==> config.mk <==
export PLATFORM = sky130hd
export DESIGN_NAME = gpu_bus_arbiter
export DESIGN_NICKNAME = d
export VERILOG_FILES = /design/src/rtl/gpu_pkg.sv /design/src/rtl/rr_priority_picker.sv /design/src/rtl/gpu_bus_arbiter.sv
export SDC_FILE = /design/constraint.sdc
export NUM_CORES = 1
export LEC_CHECK = 0
export BUFFER_PORTS_ARGS = -buffer_cell sky130_fd_sc_hd__clkbuf_2
export CORE_AREA = 2 2 160 162
export DETAILED_ROUTE_END_ITERATION = 8
export DIE_AREA = 0 0 162 164
export GPL_TIMING_DRIVEN = 0
export PLACE_DENSITY = 0.42
export SYNTH_ARGS = -nofsm -noshare
export SYNTH_HDL_FRONTEND = slang
export SYNTH_HIERARCHICAL = 1
export SYNTH_SLANG_ARGS = --single-unit
==> constraint.sdc <==
create_clock -name clock -period 1.9 [get_ports clock]
set_clock_uncertainty 0.2 [all_clocks]
set_input_delay 0.38 -clock clock [delete_from_list [all_inputs] [get_ports clock]]
set_output_delay 0.38 -clock clock [all_outputs]
set_load 0.02 [all_outputs]
==> src/rtl/gpu_pkg.sv <==
// gpu_pkg: shared arbiter state encoding and tile-count default
package gpu_pkg;
  typedef enum logic [1:0] {IDLE, ISSUE, WAIT_DATA} arb_state_t;
  localparam int GPU_N_TILES = 4;
endpackage

==> src/rtl/rr_priority_picker.sv <==
// rr_priority_picker: combinational round-robin pick of the first requester after last_grant
module rr_priority_picker
  import gpu_pkg::*;
#(
  parameter int N_REQ = GPU_N_TILES,
  parameter int IDX_W = $clog2(N_REQ)
) (
  input  logic [N_REQ-1:0] req,
  input  logic [IDX_W-1:0] last_grant,
  output logic             any,
  output logic [IDX_W-1:0] winner
);
  logic [IDX_W-1:0] idx;
  // scan offsets from farthest to nearest so the nearest requester after last_grant wins
  always_comb begin
    any = |req;
    winner = '0;
    idx = '0;
    for (int k = N_REQ; k >= 1; k--) begin
      idx = IDX_W'((int'(last_grant) + k) % N_REQ);
      if (req[idx]) winner = idx;
    end
  end
endmodule

==> src/rtl/gpu_bus_arbiter.sv <==
// gpu_bus_arbiter: round-robin sharing of one Avalon-MM master among tile controllers, plus irq aggregation
module gpu_bus_arbiter
  import gpu_pkg::*;
#(
  parameter int N_REQ  = GPU_N_TILES,
  parameter int ADDR_W = 32,
  parameter int DATA_W = 32,
  parameter int IDX_W  = $clog2(N_REQ)
) (
  input  logic                          clock,
  input  logic                          reset,
  input  logic [N_REQ-1:0][ADDR_W-1:0]  req_address,
  input  logic [N_REQ-1:0][DATA_W-1:0]  req_writedata,
  input  logic [N_REQ-1:0]              req_read,
  input  logic [N_REQ-1:0]              req_write,
  output logic [N_REQ-1:0]              req_waitrequest,
  output logic [DATA_W-1:0]             req_readdata,
  output logic [N_REQ-1:0]              req_readdatavalid,
  input  logic [N_REQ-1:0]              req_irq,
  output logic [N_REQ-1:0]              req_clear_interrupt,
  output logic [ADDR_W-1:0]             m1_address,
  output logic [DATA_W-1:0]             m1_writedata,
  output logic                          m1_read,
  output logic                          m1_write,
  input  logic                          m1_waitrequest,
  input  logic                          m1_readdatavalid,
  input  logic [DATA_W-1:0]             m1_readdata,
  input  logic                          clear_interrupt,
  output logic                          irq
);
  arb_state_t state, state_n;
  logic [IDX_W-1:0] grant, last_grant, winner;
  logic any, wr, rd, done;
  logic [N_REQ-1:0] grant_oh;

  rr_priority_picker #(.N_REQ(N_REQ), .IDX_W(IDX_W)) u_picker (
    .req       (req_read | req_write),
    .last_grant(last_grant),
    .any       (any),
    .winner    (winner)
  );

  assign req_readdata = m1_readdata;
  assign req_clear_interrupt = {N_REQ{clear_interrupt}};
  assign grant_oh = N_REQ'(1) << grant;

  // next state, master strobes and per-requester completion; write wins when both strobes are set
  always_comb begin
    wr = req_write[grant];
    rd = req_read[grant] & ~wr;
    state_n = state;
    done = 1'b0;
    m1_read = 1'b0;
    m1_write = 1'b0;
    m1_address = '0;
    m1_writedata = '0;
    unique case (state)
      IDLE: state_n = any ? ISSUE : IDLE;
      ISSUE: begin
        m1_write = wr;
        m1_read = rd;
        m1_address = req_address[grant];
        m1_writedata = req_writedata[grant];
        if (!wr && !rd) state_n = IDLE;
        else if (!m1_waitrequest) begin
          done = wr | m1_readdatavalid;
          state_n = done ? IDLE : WAIT_DATA;
        end
      end
      WAIT_DATA: begin
        done = m1_readdatavalid;
        state_n = m1_readdatavalid ? IDLE : WAIT_DATA;
      end
      default: state_n = IDLE;
    endcase
    req_waitrequest = done ? ~grant_oh : '1;
    req_readdatavalid = (done && !(state == ISSUE && wr)) ? grant_oh : '0;
  end

  // state register; grant and last_grant latch the winner on leaving IDLE
  always_ff @(posedge clock or posedge reset) begin
    if (reset) begin
      state <= IDLE;
      grant <= '0;
      last_grant <= IDX_W'(N_REQ - 1);
    end else begin
      state <= state_n;
      if (state == IDLE && any) begin
        grant <= winner;
        last_grant <= winner;
      end
    end
  end

  // frame done once every tile reports done, registered
  always_ff @(posedge clock or posedge reset) begin
    if (reset) irq <= 1'b0;
    else irq <= &req_irq;
  end
endmodule

Word level (Yosys, flattened, before mapping)
Index checks and enable logic that the tools add are counted.

Shifts and indexed selects: 1. $mul: 0. Div/mod/pow operators: 0. Reduce and logical (&&, ||, !) cells: 10. Multiplexer cells: 35. Equality and inequality tests: 3. Order comparisons: 5. Add/sub/neg operators: 4. Bitwise gates (word level): 5.

Operator list (number): binary-select mux 32 bit (select 2 bit) (2); two-way mux 32 bit (4); two-way mux 2 bit (8); < comparator 2 x 3 -> 1 bit, second input constant (5); binary-select mux 1 bit (select 2 bit) (6); two-way mux 1 bit (11); two-way mux 4 bit (2); case mux 2 bit (3 select lines) (1); adder 2 x 1 -> 2 bit, second input constant (2); adder 2 bit, second input constant (2); logical AND 1 bit (4); inverter 4 bit (1); OR 4 bit (1); AND reduction 4 bit (1); OR reduction 4 bit (1); left shift 1 x 2 -> 4 bit, first input constant (1); logical NOT 1 bit (3); inequality test 3 bit, second input constant (1); equality test 2 x 1 -> 1 bit, second input constant (1); equality test 2 bit, second input constant (1); logical NOT 2 bit (1); case mux 1 bit (2 select lines) (1); bitwise AND 1 bit (1); inverter 1 bit (1); OR 1 bit (1).

Word-level logic and storage cells: 67. Register bits after elaboration: 7. Output and inout bits: 111. Latch bits: 0. Memories kept: 0. Bits in writable memories: 0. Input bits: 305. Bits in read-only memories: 0.

Logic depth before layout (Yosys ltp)
Word-level depth: 10. Mapped depth: 6. Mapped depth without buffers: 6.

Hierarchy
Netlist, hierarchy kept.

Modules (own cells, without submodules): gpu_bus_arbiter (cells each 238, times used 1, sequential area each 177.7 sq um, area each 2743.9 sq um); rr_priority_picker (cells each 14, times used 1, sequential area each 0.0 sq um, area each 91.3 sq um).

Worst setup path before layout
No wires, ideal clock.

Path kind: register to output. Start: reg grant[0]. End: out req_readdatavalid[2]. Buffers on the path: 0. Slack: -0.253 ns. Stages on the path, launching flop included: 4. Arrival: 1.573 ns. Data required time: 1.320 ns. Cells stage by stage: dfrtp_1 > mux4_2 > and2_1 > and4bb_2.

Longest elaborated chain between the ends: 10. Elaborated cells on any way between the ends: 18. Classes of those cells: 1 x shift; 8 x mux; 3 x bitwise; 6 x reduce/logical.

RTL lines: start: declaration (line gpu_bus_arbiter.sv:32) `logic [IDX_W-1:0] grant, last_grant, winner;`; start signal: assignment (line gpu_bus_arbiter.sv:89) `grant <= winner;`; binary-select mux 1 bit (select 2 bit) (line gpu_bus_arbiter.sv:49) `wr = req_write[grant];`; two-way mux 1 bit (not written as such) (line gpu_bus_arbiter.sv:49); inverter 1 bit (line gpu_bus_arbiter.sv:50) `rd = req_read[grant] & ~wr;`; bitwise AND 1 bit (line gpu_bus_arbiter.sv:50); logical NOT 1 bit (line gpu_bus_arbiter.sv:64) `if (!wr && !rd) state_n = IDLE;`; logical AND 1 bit (line gpu_bus_arbiter.sv:64); two-way mux 1 bit (line gpu_bus_arbiter.sv:64); case mux 1 bit (2 select lines) (line gpu_bus_arbiter.sv:57) `unique case (state)`; logical AND 1 bit (line gpu_bus_arbiter.sv:77) `req_readdatavalid = (done && !(state == ISSUE && wr)) ? grant_oh : '0;`; two-way mux 4 bit (*) (line gpu_bus_arbiter.sv:77); end: declaration (line gpu_bus_arbiter.sv:18) `output logic [N_REQ-1:0] req_readdatavalid,`.

Mark *: on every way between the ends. The rest lies on a longest branch, timed or not. The select of a mux whose other input is x is not followed.

Worst setup path in the final report
Start: reg grant[0]. End: out req_waitrequest[1].

Longest elaborated chain between the ends: 9. Elaborated cells on any way between the ends: 16. Classes of those cells: 1 x shift; 8 x mux; 4 x bitwise; 3 x reduce/logical.

RTL lines: binary-select mux 1 bit (select 2 bit) (line gpu_bus_arbiter.sv:49); two-way mux 1 bit (not written as such) (line gpu_bus_arbiter.sv:49); inverter 1 bit (line gpu_bus_arbiter.sv:50); bitwise AND 1 bit (line gpu_bus_arbiter.sv:50); logical NOT 1 bit (line gpu_bus_arbiter.sv:64); logical AND 1 bit (line gpu_bus_arbiter.sv:64); two-way mux 1 bit (line gpu_bus_arbiter.sv:64); case mux 1 bit (2 select lines) (line gpu_bus_arbiter.sv:57); two-way mux 4 bit (*) (line gpu_bus_arbiter.sv:76) `req_waitrequest = done ? ~grant_oh : '1;`; end: declaration (line gpu_bus_arbiter.sv:16) `output logic [N_REQ-1:0] req_waitrequest,`.

Marked as above.

==> metrics.csv <==
stage,metric,value,unit
placement,io_buffers,382,
setup_path,crit_required,1.32,ns
power_and_ir_drop,power_density,1350,nW/um^2
clock_network,cts.clk_slew.worst_paths,0.04,ns
setup_path,cpPeakStageDelay,0.63,ns
timing,rsz0062_at_grt,yes,
synth,syn_area,2840,sq um
cells_and_area,instances_no_fill,973,
route,wl,14.8,mm
setup_path,crit_type,reg -> out,
setup_path,path_cells,"mux4_2, o21ai_4, a21oi_4, buf_4, nand3b_1, buf_6",
route,drc,0,
route,dr.pass1.iters,4,
clock_network,cts_max_level,1,
worst_hold_path,hold_class,in -> reg,
placement,dp_cells,964,
timing,setup_viol,75,
cells_and_area,fin_area,5660,sq um
power_and_ir_drop,power_switching,3560,uW
status,outcome,"finished, violations left",
clock_network,root_buffer,clkbuf_16,
cells_and_area,nFillCells,2750,
clock_network,cts_buffer_depth,2,
clock_network,worstSkewPairLatency,0.23,ns
grt,antenna_found_initial,0,
floorplan,fp.dieH,164,um
clock_network,cts_made_buffers,3,
synth,synth.avg_cell_area,11.3,sq um
setup_path,start_kind,register,
synth,yosysSeqAreaShare,0.0627,
power_and_ir_drop,comb_power_share,0.912,
placement,place_hpwl,13.3,mm
grt,grt_pass1_wl,20.4,mm
timing,max_slew.worst_pin.slew,0.282,ns
grt,overflow,0,
setup_path,rrSetupSlack,-0.02,ns
grt,grt_max_degree,11,
route,vias,3691,
setup_path,arrival,1.92,ns
clock_network,clock_sinks,7,
floorplan,start_util,0.114,
synth,syn_nets,561,
timing,max_slew_margin,0.812,
timing,hold_viol,0,
setup_path,reg2reg_from,grant[0],
run,drv_cap,0,
power_and_ir_drop,swShare,0.467,
grt,grt_use_total,0.0984,
synth,yosys_warnings,6,
setup_path,critPathSlowestCell,mux4_2,
floorplan,core,24800,sq um
cells_and_area,final_cell_mix,"clkbuf_2 (325), mux4_2 (66), and2_1 (49)",
placement,placed_area,5190,sq um
timing,fin_crit_sh,1.32,
timing,setup_ws,-0.601,ns
floorplan,die_w,162,um
setup_path,cp-end-kind,output pin,
setup_path,path_buf_inv,2,
power_and_ir_drop,seqPwrFrac,0.041,
clock_network,cts_tree,yes,
worst_hold_path,whs_path_depth,2,
route,via_per_inst,3.79,
setup_path,critPathMaxFanout,6,
synth,synth_cell_types,32,
setup_path,r2r_cells,3,
worst_hold_path,hold_start,req_irq[1],
cells_and_area,multi_input_area,2340,sq um
cells_and_area,layout.nets,953,
worst_hold_path,min_to,irq,
setup_path,crit_family,multiplexers,
cells_and_area,seq_area,179,sq um
timing,slew_viol_final,0,
floorplan,io_pins,416,
timing,max_clock_freq,0.400,GHz
timing,period_minus_slack,2.50,ns
route,postRouteAntennaNets,0,
placement,gp_congestion,0.783,
synth,ys_seq_elements,7,
route,drtIter0Drc,68,
power_and_ir_drop,internal-power,4060,uW
setup_path,r2r-end,state[1],
synth,netlist_instances,252,
floorplan,die_area,26600,sq um
power_and_ir_drop,irDropWorstVdd,589,uV
status,failed_checks,negative setup slack,
cells_and_area,syn2layout_area_growth,99.7,%
grt,grt_pass1_vias,3700,
floorplan,row_count,58,
power_and_ir_drop,p_leak,0.00294,uW
route,wl_per_cell,15.2,um
cells_and_area,mostFrequentLayoutCell,clkbuf_2,
power_and_ir_drop,pwr-share-clk,0.047,
cells_and_area,diodes,0,
cells_and_area,drive_gt1_frac,0.857,
-- worst register-to-register path: stages, from the launching register on --
cell	delay [ns]
dfrtp_2	0.41
mux4_2	0.63
o211a_1	0.31
o41ai_2	0.27
-- stage by stage --
| step | hold WS, ns | setup WS (ns) | power (uW) | setup TNS (ns) | util |
|---|---|---|---|---|---|
| after floorplan | -0.0181 | -0.184 | 4580 | -11.81 | - |
| after detailed placement | 0.114 | -0.952 | 6480 | -58.55 | 0.209 |
| after CTS | 0.188 | -0.578 | 7090 | -39.70 | 0.218 |
| after global placement | 0.107 | -0.968 | 6510 | -60.50 | 0.209 |
| final | 0.198 | -0.601 | 7620 | -37.12 | 0.228 |
| after global routing | 0.215 | -0.652 | 8130 | -42.32 | 0.228 |
-- layout make-up --
class                           count  share of cell area
Timing Repair Buffer              387               0.375
Buffer                             59              0.0899
Tap cell                          330              0.0729
Multi-Input combinational cell    182               0.414
Sequential cell                     7              0.0316
Clock buffer                        4              0.0139
Inverter                            4             0.00265
-- logic make-up (layout without fill, tap and decap cells) --
group | Yosys count | after routing | share of synthesized area
AND/OR/NAND/NOR | 96 | 96 | 0.209
buffers and inverters | 63 | 454 | 0.140
flip-flops | 7 | 7 | 0.0627
AO/OA/AOI/OAI | 15 | 15 | 0.0424
multiplexers | 67 | 67 | 0.528
adder cells (fa/ha/maj) | 4 | 4 | 0.0177
-- cells in the mapped netlist --
master | number | share of area
and3b_1 | 2 | 0.0062
mux4_2 | 66 | 0.52
and4_1 | 1 | 0.0031
dfstp_2 | 2 | 0.019
and4b_1 | 1 | 0.0035
buf_2 | 3 | 0.0053
a21oi_2 | 2 | 0.0062
a31oi_1 | 1 | 0.0022
o21ai_0 | 3 | 0.0053
nor2b_1 | 1 | 0.0022
nand3_1 | 1 | 0.0018
mux2i_1 | 1 | 0.0035
or2_2 | 4 | 0.0088
o221ai_2 | 1 | 0.0053
o211a_1 | 1 | 0.0035
a21o_1 | 4 | 0.011
clkbuf_1 | 13 | 0.017
and4bb_2 | 1 | 0.0044
nor2_1 | 5 | 0.0066
buf_1 | 1 | 0.0013
ha_1 | 4 | 0.018
o41ai_2 | 1 | 0.0057
nand3b_1 | 2 | 0.0053
and2_1 | 65 | 0.14
and3_1 | 3 | 0.0066
nand2b_1 | 3 | 0.0066
nand2_1 | 6 | 0.0079
buf_4 | 42 | 0.11
and2b_1 | 1 | 0.0026
a21oi_1 | 2 | 0.0035
dfrtp_1 | 5 | 0.044
inv_1 | 4 | 0.0053
-- layer usage --
layer | up-vias | global-route usage | routed length [um]
li1 | 1718 | - | -
met1 | 1756 | 0.126 | 5930
met2 | 212 | 0.180 | 7630
met3 | 5 | 0.0187 | 1230
met4 | 0 | 0.00362 | 18
met5 | - | 0 | 0
-- how the worst max path moves through the flow --
stage          startpoint            endpoint  slack, ns  cells past startpoint
2_1_floorplan    grant[0]    m1_writedata[30]      -0.18                      4
3_5_place_dp     state[1]      m1_address[26]      -0.95                      6
4_1_cts          grant[0]      m1_address[24]      -0.58                      5
6_report         grant[0]  req_waitrequest[1]      -0.60                      6
3_3_place_gp     state[1]      m1_address[26]      -0.97                      6
5_1_grt          grant[0]  req_waitrequest[2]      -0.65                      6
-- power groups by stage --
stage / logic (uW) / clock network (uW) / registers (uW)
floorplan: 4290 / 0 / 290
global placement: 6200 / 0 / 310
detailed placement: 6170 / 0 / 309
CTS: 6420 / 362 / 315
global route: 7430 / 374 / 326
finish: 6940 / 358 / 315
-- what timing repair did --
item / in CTS / in global routing
setup endpoints to repair: 75 / 75
pin swaps: 3 / 2
hold buffers: 1 / 0
buffers inserted: 4 / 0
hold endpoints to repair: 5 / 0
gates resized for setup: 36 / 139
-- state kept, by name, indices dropped and copies added, names as in the netlist --
name and cells:
state 2, last_grant 2, irq 1, grant 2
Power figures use the tool's default switching activity.
